==> src/rtl/pipe_stage_skid_pkg.sv <==
// Shared pipeline definitions for the skid-buffered stage:
// state encoding, default widths and the per-cycle load controls.
package pipe_stage_skid_pkg;

   localparam int DATA_W_DEF = 69;
   localparam int CTRL_W_DEF = 8;
   localparam int CNT_W_DEF  = 16;

   localparam logic [7:0] KILL_MASK_DEF = 8'h0F;

   typedef enum logic [1:0] {
      ST_EMPTY = 2'd0,
      ST_FULL  = 2'd1,
      ST_SKID  = 2'd2
   } skid_state_e;

   typedef struct packed {
      logic ld_main;
      logic ld_skid;
      logic main_from_skid;
   } skid_ctl_t;

endpackage

==> src/rtl/pipe_entry_reg.sv <==
// One held pipeline entry (payload + control).
// Loads on ld, clears synchronously on Rst.
module pipe_entry_reg #(
   parameter int W = 8
) (
   input  logic         Clk,
   input  logic         Rst,
   input  logic         ld,
   input  logic [W-1:0] d,
   output logic [W-1:0] q
);

   logic [W-1:0] ent_q;
   logic [W-1:0] ent_d;

   // next contents: new word when loaded, otherwise hold
   always_comb begin
      ent_d = ent_q;
      if (ld) begin
         ent_d = d;
      end
   end

   // storage with synchronous clear
   always_ff @(posedge Clk) begin
      if (Rst) begin
         ent_q <= '0;
      end else begin
         ent_q <= ent_d;
      end
   end

   assign q = ent_q;

endmodule

==> src/rtl/pipe_stage_skid.sv <==
// Two-entry skid-buffered pipeline register (MAIN + SKID).
// in_ready is registered so it never depends on out_ready.
module pipe_stage_skid
   import pipe_stage_skid_pkg::*;
#(
   parameter int DATA_W = DATA_W_DEF,
   parameter int CTRL_W = CTRL_W_DEF,
   parameter logic [CTRL_W-1:0] KILL_MASK =
      CTRL_W'(KILL_MASK_DEF),
   parameter int CNT_W  = CNT_W_DEF
) (
   input  logic              Clk,
   input  logic              Rst,
   input  logic              in_valid,
   output logic              in_ready,
   input  logic [DATA_W-1:0] in_data,
   input  logic [CTRL_W-1:0] in_ctrl,
   input  logic              flush,
   output logic              out_valid,
   input  logic              out_ready,
   output logic [DATA_W-1:0] out_data,
   output logic [CTRL_W-1:0] out_ctrl,
   output logic [CNT_W-1:0]  stall_cnt
);

   localparam int EW = DATA_W + CTRL_W;

   skid_state_e state_q;
   skid_state_e state_d;
   logic        vld_q;
   logic        vld_d;
   logic        rdy_q;
   logic        rdy_d;
   skid_ctl_t   ctl;

   logic [EW-1:0] in_ent;
   logic [EW-1:0] main_d;
   logic [EW-1:0] main_q;
   logic [EW-1:0] skid_q;

   logic [CTRL_W-1:0] main_ctrl;
   logic [CNT_W-1:0]  cnt_q;
   logic [CNT_W-1:0]  cnt_d;

   logic push;
   logic pop;

   assign in_ready  = rdy_q & ~Rst;
   assign out_valid = vld_q;
   assign push      = in_valid & in_ready;
   assign pop       = vld_q & out_ready;
   assign in_ent    = {in_data, in_ctrl};

   // next state and entry loads; flush wins over push/pop
   always_comb begin
      state_d = state_q;
      ctl     = '0;
      if (flush) begin
         state_d = ST_EMPTY;
      end else begin
         unique case (1'b1)
            state_q == ST_EMPTY: begin
               if (push) begin
                  state_d     = ST_FULL;
                  ctl.ld_main = 1'b1;
               end
            end
            state_q == ST_FULL: begin
               if (push && pop) begin
                  ctl.ld_main = 1'b1;
               end else if (push) begin
                  state_d     = ST_SKID;
                  ctl.ld_skid = 1'b1;
               end else if (pop) begin
                  state_d = ST_EMPTY;
               end
            end
            state_q == ST_SKID: begin
               if (pop) begin
                  state_d            = ST_FULL;
                  ctl.ld_main        = 1'b1;
                  ctl.main_from_skid = 1'b1;
               end
            end
            default: begin
               state_d = ST_EMPTY;
            end
         endcase
      end
      vld_d = (state_d != ST_EMPTY);
      rdy_d = (state_d != ST_SKID);
   end

   // state register with handshake outputs kept alongside
   always_ff @(posedge Clk) begin
      if (Rst) begin
         state_q <= ST_EMPTY;
         vld_q   <= 1'b0;
         rdy_q   <= 1'b1;
      end else begin
         state_q <= state_d;
         vld_q   <= vld_d;
         rdy_q   <= rdy_d;
      end
   end

   // MAIN refills from SKID when draining, else from input
   always_comb begin
      main_d = in_ent;
      if (ctl.main_from_skid) begin
         main_d = skid_q;
      end
   end

   pipe_entry_reg #(
      .W (EW)
   ) u_main (
      .Clk (Clk),
      .Rst (Rst),
      .ld  (ctl.ld_main),
      .d   (main_d),
      .q   (main_q)
   );

   pipe_entry_reg #(
      .W (EW)
   ) u_skid (
      .Clk (Clk),
      .Rst (Rst),
      .ld  (ctl.ld_skid),
      .d   (in_ent),
      .q   (skid_q)
   );

   // saturating count of stalled output cycles
   always_comb begin
      cnt_d = cnt_q;
      if (vld_q && !out_ready && (cnt_q != {CNT_W{1'b1}})) begin
         cnt_d = cnt_q + CNT_W'(1);
      end
   end

   // stall counter register; flush does not touch it
   always_ff @(posedge Clk) begin
      if (Rst) begin
         cnt_q <= '0;
      end else begin
         cnt_q <= cnt_d;
      end
   end

   assign stall_cnt = cnt_q;
   assign out_data  = main_q[EW-1:CTRL_W];
   assign main_ctrl = main_q[CTRL_W-1:0];
   assign out_ctrl  = vld_q ? main_ctrl
                            : (main_ctrl & ~KILL_MASK);

endmodule

==> config.mk <==
export PLATFORM = sky130hd
export DESIGN_NAME = pipe_stage_skid
export DESIGN_NICKNAME = d
export VERILOG_FILES = /design/src/rtl/pipe_stage_skid_pkg.sv /design/src/rtl/pipe_entry_reg.sv /design/src/rtl/pipe_stage_skid.sv
export SDC_FILE = /design/constraint.sdc
export NUM_CORES = 1
export LEC_CHECK = 0
export BUFFER_PORTS_ARGS = -buffer_cell sky130_fd_sc_hd__buf_2
export CORE_MARGIN = 2
export CORE_UTILIZATION = 50
export DETAILED_ROUTE_END_ITERATION = 6
export HOLD_SLACK_MARGIN = 0.1
export PLACE_DENSITY = 0.85
export SYNTH_ARGS = -nofsm -noshare
export SYNTH_HDL_FRONTEND = slang
export SYNTH_HIERARCHICAL = 1
export SYNTH_SLANG_ARGS = --single-unit
==> constraint.sdc <==
create_clock -name Clk -period 3.3 [get_ports Clk]
set_input_delay 0.165 -clock Clk [delete_from_list [all_inputs] [get_ports Clk]]
set_output_delay 0.165 -clock Clk [all_outputs]
set_load 0.02 [all_outputs]
======== Word level (Yosys, flattened, before mapping) ========
Index checks and enable logic that the tools add are counted.
storage, ports and cells
  bits of input ports ..................... 82
  output and inout bits ................... 95
  flip-flop bits (word level) ............. 174
cells by class
  muxes and demuxes ....................... 17
  reductions and logical operators ........ 6
  $add $sub $neg .......................... 1
  equal/unequal tests ..................... 4
  bitwise gates (word level) .............. 4
operators by type and width
  cell                   number
  $mux 77                1
  $add 16x1->16 const B  1
  $ne 16x16->1 const B   1
  $mux 2                 6
  $mux 1                 6
  $pmux 2 s3             1
  $mux 4                 1
  $and 1x1->1            3
  $logic_and 1x1->1      3
  $mux 3                 1
  $pmux 1 s3             1
  $eq 2x1->1 const B     1
  $eq 2x2->1 const B     1
  $logic_not 2->1        1
  $ne 2x2->1 const B     1
  $reduce_bool 2->1      1
  $logic_not 1->1        1
  $not 1->1              1

======== Depth between registers and ports, before layout ========
Gate-level depths: netlist of the first run.
  depth in word-level cells ............... 8
  depth in mapped cells ................... 9
  gate-level depth less buffers ........... 6

======== Modules after synthesis ========
Netlist of the first run, hierarchy kept.
modules (own cells, without submodules)
  module           instances  sequential area each (um2)  cells each  area an instance (um2)
  pipe_entry_reg   2          1541.5                      249         2753.9
  pipe_stage_skid  1          400.4                       211         2044.5

======== Worst setup path after synthesis of the first run ========
OpenSTA, ideal clock, no wires.
  path kind ............................... register to register
  start point ............................. register vld_q (netlist: out_valid)
  end point ............................... register u_main.ent_q[46] (netlist: u_main/q[46])
  path slack .............................. 1.377 ns
  stages on the path, launching flop included .. 9
  path buffers ............................ 2
  arrival time ............................ 1.806 ns
  library setup time ...................... 0.117 ns
  cells stage by stage .................... dfxtp_1 and2_1 nand2_1 nor2_2 buf_4 buf_2 mux2_2 mux2i_1 nor2_1
on the way
  word-level cells in the longest chain between the ends .. 5
ends and longest elaborated chain
  item                      line                    text
  start: declaration        pipe_stage_skid.sv:30   logic vld_q;
  start signal: assignment  pipe_stage_skid.sv:102  vld_q <= vld_d;
  $and 1x1->1               pipe_stage_skid.sv:51   assign pop = vld_q & out_ready;
  $mux 1                    pipe_stage_skid.sv:79   if (pop) begin
  $mux 1                    pipe_stage_skid.sv:61   unique case (1'b1)
  $mux 3                    pipe_stage_skid.sv:58   if (flush) begin
  $mux 77                   pipe_stage_skid.sv:110  if (ctl.main_from_skid) begin
  via main_d[46]            pipe_stage_skid.sv:37   logic [EW-1:0] main_d;
  end signal: assignment    pipe_entry_reg.sv:29    ent_q <= ent_d;
  end: declaration          pipe_entry_reg.sv:13    logic [W-1:0] ent_q;
The timed path passes the listed nets, and every way through them passes these cells.
A chain may end at the register's enable or synchronous reset.

======== Worst setup path in the final report of the first run ========
  start point ............................. register state_q[1]
  end point ............................... register u_main.ent_q[46] (netlist: u_main/q[46])
on the way
  word-level cells in the longest chain between the ends .. 4
ends and longest elaborated chain
  item                      line                    text
  start: declaration        pipe_stage_skid.sv:28   skid_state_e state_q;
  start signal: assignment  pipe_stage_skid.sv:101  state_q <= state_d;
  $eq 2x2->1                pipe_stage_skid.sv:78   state_q == ST_SKID: begin
  $mux 1                    pipe_stage_skid.sv:61
  $mux 3                    pipe_stage_skid.sv:58
  $mux 77                   pipe_stage_skid.sv:110
  via main_d[46]            pipe_stage_skid.sv:37
The timed path passes the listed nets, and every way through them passes these cells.

==> reports/qor.json, run 1 <==
{
  "clock_tree": {
    "clk_pin_slew_ns": 0.06,
    "cts_setup_buffers": 0,
    "clock_path_buffers": 2,
    "cts_num_sinks": 174,
    "worst_skew_pair.late_latency_ns": 0.42,
    "clk_root_buffer_cell": "clkbuf_16",
    "number_of_levels_the_h_tree_was_split_into": 4,
    "hold_buffers_post_cts": 79,
    "clock_tree_from_tritoncts": "yes",
    "tritoncts.num_buffers": 17,
    "cts.repair.resized": 0
  },
  "pwr": {
    "combinationalPowerShare": 0.090,
    "seq_pwr_share": 0.476,
    "sw_frac_of_total": 0.225,
    "vdd_drop_max_uv": 506,
    "pwr-share-clk": 0.434,
    "totalPowerFinal_mw": 4.54,
    "power_dens_cells_nw_per_um2": 466,
    "internal_power_mw": 3.52,
    "net-switching-power_mw": 1.02,
    "p_leak_nw": 3.89
  },
  "yosys": {
    "synth_area_in_compound_gates": 0.0280,
    "post_synth_inst_count": 709,
    "post_synth_num_cell_types": 42,
    "post_synth_edffs": 0,
    "combinational_family_with_the_most_area_after_synthesis": "multiplexers",
    "synth_seq_cells": 174,
    "post_synth_instance_area_um2": 7550,
    "synth-adder-area-share": 0.00166,
    "ys_async_sr_fraction": 0,
    "ys_warn_count": 6,
    "post_synth_mux_area_share": 0.320,
    "post_synth_xor_area_fraction": 0.00116,
    "synth.yosys.seq_area_share": 0.461,
    "syn-num-nets": 792,
    "yosys.area_share.simple": 0.131,
    "yosys_most_used_dff": "dfxtp_1",
    "syn-mean-instance-area_um2": 10.7
  },
  "cells_and_area": {
    "number_of_diodes_added_for_antenna_fixing": 0,
    "final_layout_size_suffix_gt1_frac": 0.320,
    "final_util": 0.665,
    "design.final.nets": 1024,
    "stdcell_area_um2": 9740,
    "areaGrowthSynthToFinish_pct": 28.9
  },
  "die": {
    "design.portCount": 177,
    "core_ar_um2": 14600,
    "floorplan.initialDensity": 0.516,
    "fp.dieArea_um2": 16100,
    "die_h_um": 127,
    "floorplan.die.width_um": 127,
    "std_cell_rows": 44
  },
  "timing": {
    "final-setup-viol-count": 0,
    "fmax_ghz": 0.424,
    "period_share": 0.715,
    "finalCriticalPeriod_ns": 2.36,
    "worst_setup_skew_after_layout_ns": 0.0107,
    "fin_setup_tns_ns": 0,
    "finalHoldWorstSlack_ns": 0.151,
    "grt_setup_unrepaired": "false",
    "relSlewSlack": 0.360,
    "max_slew_violations": 0,
    "tightestPinTransition_ns": 0.960,
    "final_hold_viol_count": 0
  },
  "grt": {
    "first_pass_grt_wire_length_mm": 29.6,
    "grt_overflow": 0,
    "globalRouteTotalUtil": 0.227,
    "grt_pass1_vias": 6032,
    "grt_max_degree": 97,
    "antenna_found_initial": 0
  },
  "status": {
    "outcome": "finished, final reports clean"
  },
  "drt": {
    "drtIter0Drc": 381,
    "finalWirelength_mm": 18.4,
    "via_count": 6005,
    "avgViaCountPerCell": 5.28,
    "drt-pass1-iter-count": 5,
    "detail_route.wl_per_cell_um": 16.2,
    "drt.antenna.violating_nets": 0,
    "drc": 0
  },
  "critical_path": {
    "reg2reg_slack_ns": 0.94,
    "worstPathArrival_ns": 2.63,
    "crit_path_end_kind": "flip-flop",
    "crit_path_max_fanout": 47,
    "criticalPathCategory": "flip-flop to flip-flop",
    "critPathRequiredTime_ns": 3.57,
    "setup.worst_path.start_class": "flip-flop"
  },
  "place": {
    "hpwlAfterDp_mm": 10.0,
    "postPlaceCellArea_um2": 8360,
    "place.gp.congestion": 0.869,
    "place.port_buffers": 176
  },
  "worst_hold_path": {
    "hold_path_class": "input port to flip-flop"
  },
  "job": {
    "drv.max_cap_violation_count": 0
  }
}
critical path, cell delays in order, from the launching register on:
cell and delay, ns:
dfxtp_1 0.39, nor2b_1 0.25, nand2_1 0.19, nor2_4 0.12
buf_4 0.54, mux2_2 0.42, mux2i_1 0.21, nor2_1 0.06
cell families (layout without fill, tap and decap cells):
kind of cell | Yosys count | in the layout
mux | 232 | 232
simple gates | 214 | 214
flops | 174 | 174
buf+inv | 54 | 298
compound gates | 33 | 33
fa+ha+maj | 1 | 1
xor+xnor | 1 | 1
metal layers:
metal	track usage	wire (um)	share of wire
met1	0.258	7680	0.42
met2	0.415	9440	0.51
met3	0.0519	970	0.053
met4	0.0847	352	0.019
met5	0	0	0
power groups by stage:
stage,Sequential [mW],Clock (mW),Combinational (mW)
after global routing,2.16,2.10,0.439
after CTS,2.16,2.00,0.400
final,2.16,1.97,0.409
after floorplan,2.24,0,0.180
after global placement,2.20,0,0.319
after detailed placement,2.21,0,0.325
registers in the layout, summed over array words and instances (netlist names):
name       count
rdy_q          1
u_skid/q      77
state_q        2
out_valid      1
u_main/q      77
stall_cnt     16
synth_stat cells (2+ instances only):
cell      instances  share of area
buf_8             2         0.0040
inv_1             4         0.0020
nor2b_1           3         0.0025
or4_1             9         0.0089
nor4_1            5         0.0041
buf_12            6          0.016
and2_1            5         0.0041
or3_1             2         0.0017
nor2_1          160          0.080
buf_2            18          0.012
mux2_2           78           0.12
o21ai_0           3         0.0020
clkbuf_1          9         0.0045
clkbuf_8          4         0.0073
nand4_1           5         0.0041
o31ai_1           7         0.0070
and4_2            2         0.0027
a21oi_1          15         0.0099
buf_4            11          0.011
o21a_1            2         0.0020
o41ai_1           3         0.0035
dfxtp_1         174           0.46
nand2_1           6         0.0030
mux2i_1         154           0.20
nand3b_1          2         0.0020
nand3_1           2         0.0013
nor3_1            3         0.0020
through the flow:
stage,cells,setup WS [ns]
2_1_floorplan,709,1.38
3_3_place_gp,1027,1.03
3_5_place_dp,1027,0.989
4_1_cts,1137,0.941
5_1_grt,1137,0.797
6_report,1137,0.940
worst paths after layout:
| path | startpoint | endpoint | cells past startpoint |
|---|---|---|---|
| max | state_q[1] | u_main/q[46] | 7 |
| max reg2reg | state_q[1] | u_main/q[46] | 7 |
| min reg2reg | u_main/q[1] | u_main/q[1] | 2 |
| min | out_ready | state_q[1] | 3 |
layout by cell type (no fill, tap or decap), drive strengths merged, types with 6 or more instances in the layout:
master	n
mux2i	154
nand4	6
nor2	161
nand2	6
o31ai	7
clkbuf	22
or4	9
dlygate4sd3	79
nor4	6
dfxtp	174
mux2	78
buf	184
a21oi	15
area by class of cell:
type                    count  area, um^2
fillers                  1090        4910
clock inverters             9         111
multi-input cells         481        3660
flip-flops and latches    174        3480
clock buffers              22         474
well taps                 184         230
inverters                   4        15.0
repair buffers            263        1760
Power figures use the tool's default switching activity.
==> run 2, diff against run 1 <==
==> constraint.sdc (replaced) <==
create_clock -name Clk -period 2.2 [get_ports Clk]
set_input_delay 0.11 -clock Clk [delete_from_list [all_inputs] [get_ports Clk]]
set_output_delay 0.11 -clock Clk [all_outputs]
set_load 0.02 [all_outputs]
==> run 2 against run 1 <==
  * Total power up 48%
  * Sequential power increased by 50%
  * Combinational power rose by 52%
  * Hold slack better by 0.11 ns
  * Worst setup slack lost 0.83 ns
  * Largest cell class unchanged
  * Largest power group unchanged
  * Count of clock-buffer cells in the layout down 4
==> reports/qor.json, run 2 (synthesized netlist as in run 1, its figures left out) <==
{
  "cells_and_area": {
    "areaGrowthSynthToFinish": {"value": 30.3, "unit": "%", "change": "was 28.9%"},
    "num-fill-cells": {"value": 1067, "change": "was 1,090"},
    "final_util": {"value": 0.672, "change": "was 0.665"},
    "final_layout_size_suffix_gt1_frac": {"value": 0.328, "change": "was 0.320"},
    "area.sequential": {"value": 3480, "unit": "um^2", "change": "unchanged"},
    "number_of_diodes_added_for_antenna_fixing": {"value": 0, "change": "unchanged"},
    "multi_input_area": {"value": 3670, "unit": "um^2", "change": "was 3660 um^2"},
    "mostFrequentLayoutCells": {"value": "buf_2, dfxtp_1, nor2_1, mux2i_1, dlygate4sd3_1", "change": "unchanged"},
    "design.final.nets": {"value": 1030, "change": "was 1,024"},
    "most_common_cell_after_layout_fill_and_taps_aside": {"value": "buf_2", "change": "unchanged"}
  },
  "clock_tree": {
    "number_of_levels_the_h_tree_was_split_into": {"value": 4, "change": "unchanged"},
    "clk_pin_slew": {"value": 0.06, "unit": "ns", "change": "about the same"},
    "tritoncts.num_buffers": {"value": 17, "change": "unchanged"},
    "cts_num_sinks": {"value": 174, "change": "unchanged"},
    "worst_skew_pair.late_latency": {"value": 0.42, "unit": "ns", "change": "about the same"},
    "clock_path_buffers": {"value": 2, "change": "unchanged"},
    "clock_tree_from_tritoncts": {"value": "yes", "change": "unchanged"},
    "cts_setup_buffers": {"value": 0, "change": "unchanged"},
    "clk_root_buffer_cell": {"value": "clkbuf_16", "change": "unchanged"}
  },
  "critical_path": {
    "crit_path_end_kind": {"value": "flip-flop", "change": "unchanged"},
    "timing.rr.end": {"value": "u_main/q[61]", "change": "was u_main/q[46]"},
    "crit_start": {"value": "state_q[1]", "change": "unchanged"},
    "critPathBufInv": {"value": 1, "change": "unchanged"},
    "setup.worst_path.start_class": {"value": "flip-flop", "change": "unchanged"},
    "worstPathCellList": {"value": "nor2b_2 -> nand2_1 -> nor2_4 -> buf_12 -> mux2_2 -> mux2i_1 -> nor2_1", "change": "was nor2b_1 -> nand2_1 -> nor2_4 -> buf_4 -> mux2_2 -> mux2i_1 -> nor2_1"},
    "criticalPathCategory": {"value": "flip-flop to flip-flop", "change": "unchanged"},
    "crit_path_top_delay_cell": {"value": "dfxtp_1", "change": "was buf_4"},
    "worstSetupPathDepth": {"value": 7, "change": "unchanged"},
    "r2r-start": {"value": "state_q[1]", "change": "unchanged"},
    "critPathRequiredTime": {"value": 2.48, "unit": "ns", "change": "was 3.57 ns"},
    "reg2reg_slack": {"value": 0.11, "unit": "ns", "change": "was 0.94 ns"},
    "crit_path_max_fanout": {"value": 23, "change": "was 47"},
    "r2r_cells": {"value": 7, "change": "unchanged"},
    "crit_path_max_incr_delay": {"value": 0.40, "unit": "ns", "change": "was 0.54 ns"},
    "worstPathArrival": {"value": 2.37, "unit": "ns", "change": "was 2.63 ns"},
    "timing.critical_path.max_delay_family": {"value": "simple AND/OR/NAND/NOR gates", "change": "was multiplexers"}
  },
  "timing": {
    "final-setup-viol-count": {"value": 0, "change": "unchanged"},
    "fin_setup_tns": {"value": 0, "unit": "ns", "change": "unchanged"},
    "grt_setup_unrepaired": {"value": "false", "change": "unchanged"},
    "worst_setup_skew_after_layout": {"value": 0.0105, "unit": "ns", "change": "was 0.0107 ns"},
    "fmax": {"value": 0.479, "unit": "GHz", "change": "was 0.424 GHz"},
    "max_slew_violations": {"value": 0, "change": "unchanged"},
    "tightestPinTransition": {"value": 0.757, "unit": "ns", "change": "was 0.960 ns"},
    "final_hold_viol_count": {"value": 0, "change": "unchanged"},
    "relSlewSlack": {"value": 0.495, "change": "was 0.360"},
    "finalCriticalPeriod": {"value": 2.09, "unit": "ns", "change": "was 2.36 ns"},
    "period_share": {"value": 0.949, "change": "was 0.715"}
  },
  "die": {
    "core_ar": {"value": 14600, "unit": "um^2", "change": "unchanged"},
    "die_h": {"value": 127, "unit": "um", "change": "unchanged"},
    "floorplan.die.width": {"value": 127, "unit": "um", "change": "unchanged"},
    "design.portCount": {"value": 177, "change": "unchanged"},
    "fp.dieArea": {"value": 16100, "unit": "um^2", "change": "unchanged"},
    "floorplan.initialDensity": {"value": 0.516, "change": "unchanged"},
    "std_cell_rows": {"value": 44, "change": "unchanged"}
  },
  "drt": {
    "drt-pass1-iter-count": {"value": 4, "change": "was 5"},
    "avgViaCountPerCell": {"value": 5.21, "change": "was 5.28"},
    "detailed_route_wirelength_on_metal2": {"value": 8.99, "unit": "mm", "change": "was 9.44 mm"},
    "routed.top_layer": {"value": "met4", "change": "unchanged"},
    "drtIter0Drc": {"value": 247, "change": "was 381"},
    "wl_met1": {"value": 7.82, "unit": "mm", "change": "was 7.68 mm"},
    "drt.antenna.violating_nets": {"value": 0, "change": "unchanged"},
    "finalWirelength": {"value": 18.0, "unit": "mm", "change": "was 18.4 mm"},
    "drc": {"value": 0, "change": "unchanged"},
    "met3_length": {"value": 915, "unit": "um", "change": "was 970 um"},
    "detail_route.wl_per_cell": {"value": 15.8, "unit": "um", "change": "was 16.2 um"},
    "via_count": {"value": 5956, "change": "was 6,005"}
  },
  "grt": {
    "first_pass_grt_wire_length": {"value": 28.2, "unit": "mm", "change": "was 29.6 mm"},
    "globalRouteTotalUtil": {"value": 0.215, "change": "was 0.227"},
    "grt_overflow": {"value": 0, "change": "unchanged"},
    "grt_pass1_vias": {"value": 5932, "change": "was 6,032"},
    "grt_max_degree": {"value": 177, "change": "was 97"},
    "antenna_found_initial": {"value": 0, "change": "unchanged"}
  },
  "worst_hold_path": {
    "min-delay-start": {"value": "in_valid", "change": "was out_ready"},
    "hold_path_class": {"value": "input port to flip-flop", "change": "unchanged"},
    "whs_path_depth": {"value": 5, "change": "was 3"},
    "hold-path-endpoint": {"value": "out_valid", "change": "was state_q[1]"}
  },
  "status": {
    "outcome": {"value": "finished, final reports clean", "change": "unchanged"}
  },
  "place": {
    "hpwlAfterDp": {"value": 9.88, "unit": "mm", "change": "was 10.0 mm"},
    "place.gp.congestion": {"value": 0.795, "change": "was 0.869"},
    "place.port_buffers": {"value": 176, "change": "unchanged"}
  },
  "pwr": {
    "vdd_drop_max": {"value": 483, "unit": "uV", "change": "was 506 uV"},
    "p_leak": {"value": 3.93, "unit": "nW", "change": "was 3.89 nW"},
    "power_dens_cells": {"value": 682, "unit": "nW/um^2", "change": "was 466 nW/um^2"}
  },
  "job": {
    "drv.max_cap_violation_count": {"value": 0, "change": "unchanged"}
  }
}
-- run 2: routing by layer --
layer  track usage  up-vias
li1              -     2936
met1         0.254     2833
met2         0.380      159
met3        0.0565       28
met4        0.0672        0
met5             0        -
-- run 2: cell type report --
| cell class | instances | share of cell area |
|---|---|---|
| clock inverter | 14 | 0.0120 |
| inverter | 4 | 0.00153 |
| sequential | 174 | 0.354 |
| timing repair buffer | 269 | 0.192 |
| clock buffer | 18 | 0.0446 |
| multi-input combinational | 481 | 0.373 |
| tap | 184 | 0.0234 |
-- run 2: how the worst max path moves through the flow --
stage                               to  slack [ns]
after floorplan           u_main/q[46]        0.28
final                     u_main/q[61]        0.11
after detailed placement  u_main/q[54]        0.19
after CTS                 u_main/q[72]        0.19
after global placement    u_main/q[47]        0.24
after global routing      u_main/q[71]        0.04
-- run 2: worst reg2reg max path, stage by stage (launching register included) --
cell and delay [ns]:
dfxtp_1 0.40, nor2b_2 0.21, nand2_1 0.17, nor2_4 0.26, buf_12 0.23, mux2_2 0.39, mux2i_1 0.23, nor2_1 0.06
-- run 2: power by group --
group	switching (mW)	internal [mW]	total (mW)
combinational	0.304	0.316	0.620
sequential	0.0316	3.21	3.24
clock	1.26	1.59	2.85
total	1.60	5.11	6.71
-- run 2: per-stage QoR --
stage / setup slack [ns] / power (mW) / std cells / instance area, um^2 / hold slack [ns]
3_5_place_dp: 0.194 / 3.80 / 1032 / 8460 / 0.366
4_1_cts: 0.185 / 6.74 / 1143 / 9810 / 0.223
6_report: 0.113 / 6.71 / 1144 / 9840 / 0.263
3_3_place_gp: 0.237 / 3.79 / 1032 / 8460 / 0.354
2_1_floorplan: 0.277 / 3.63 / 709 / 7550 / 0.216
5_1_grt: 0.0399 / 6.94 / 1144 / 9840 / 0.277
-- run 2: what timing repair did --
item / CTS / global route
endpoints found under the hold margin: 154 / 0
setup endpoints to repair: 0 / 3
resized for setup: 0 / 1
hold buffers: 79 / 0
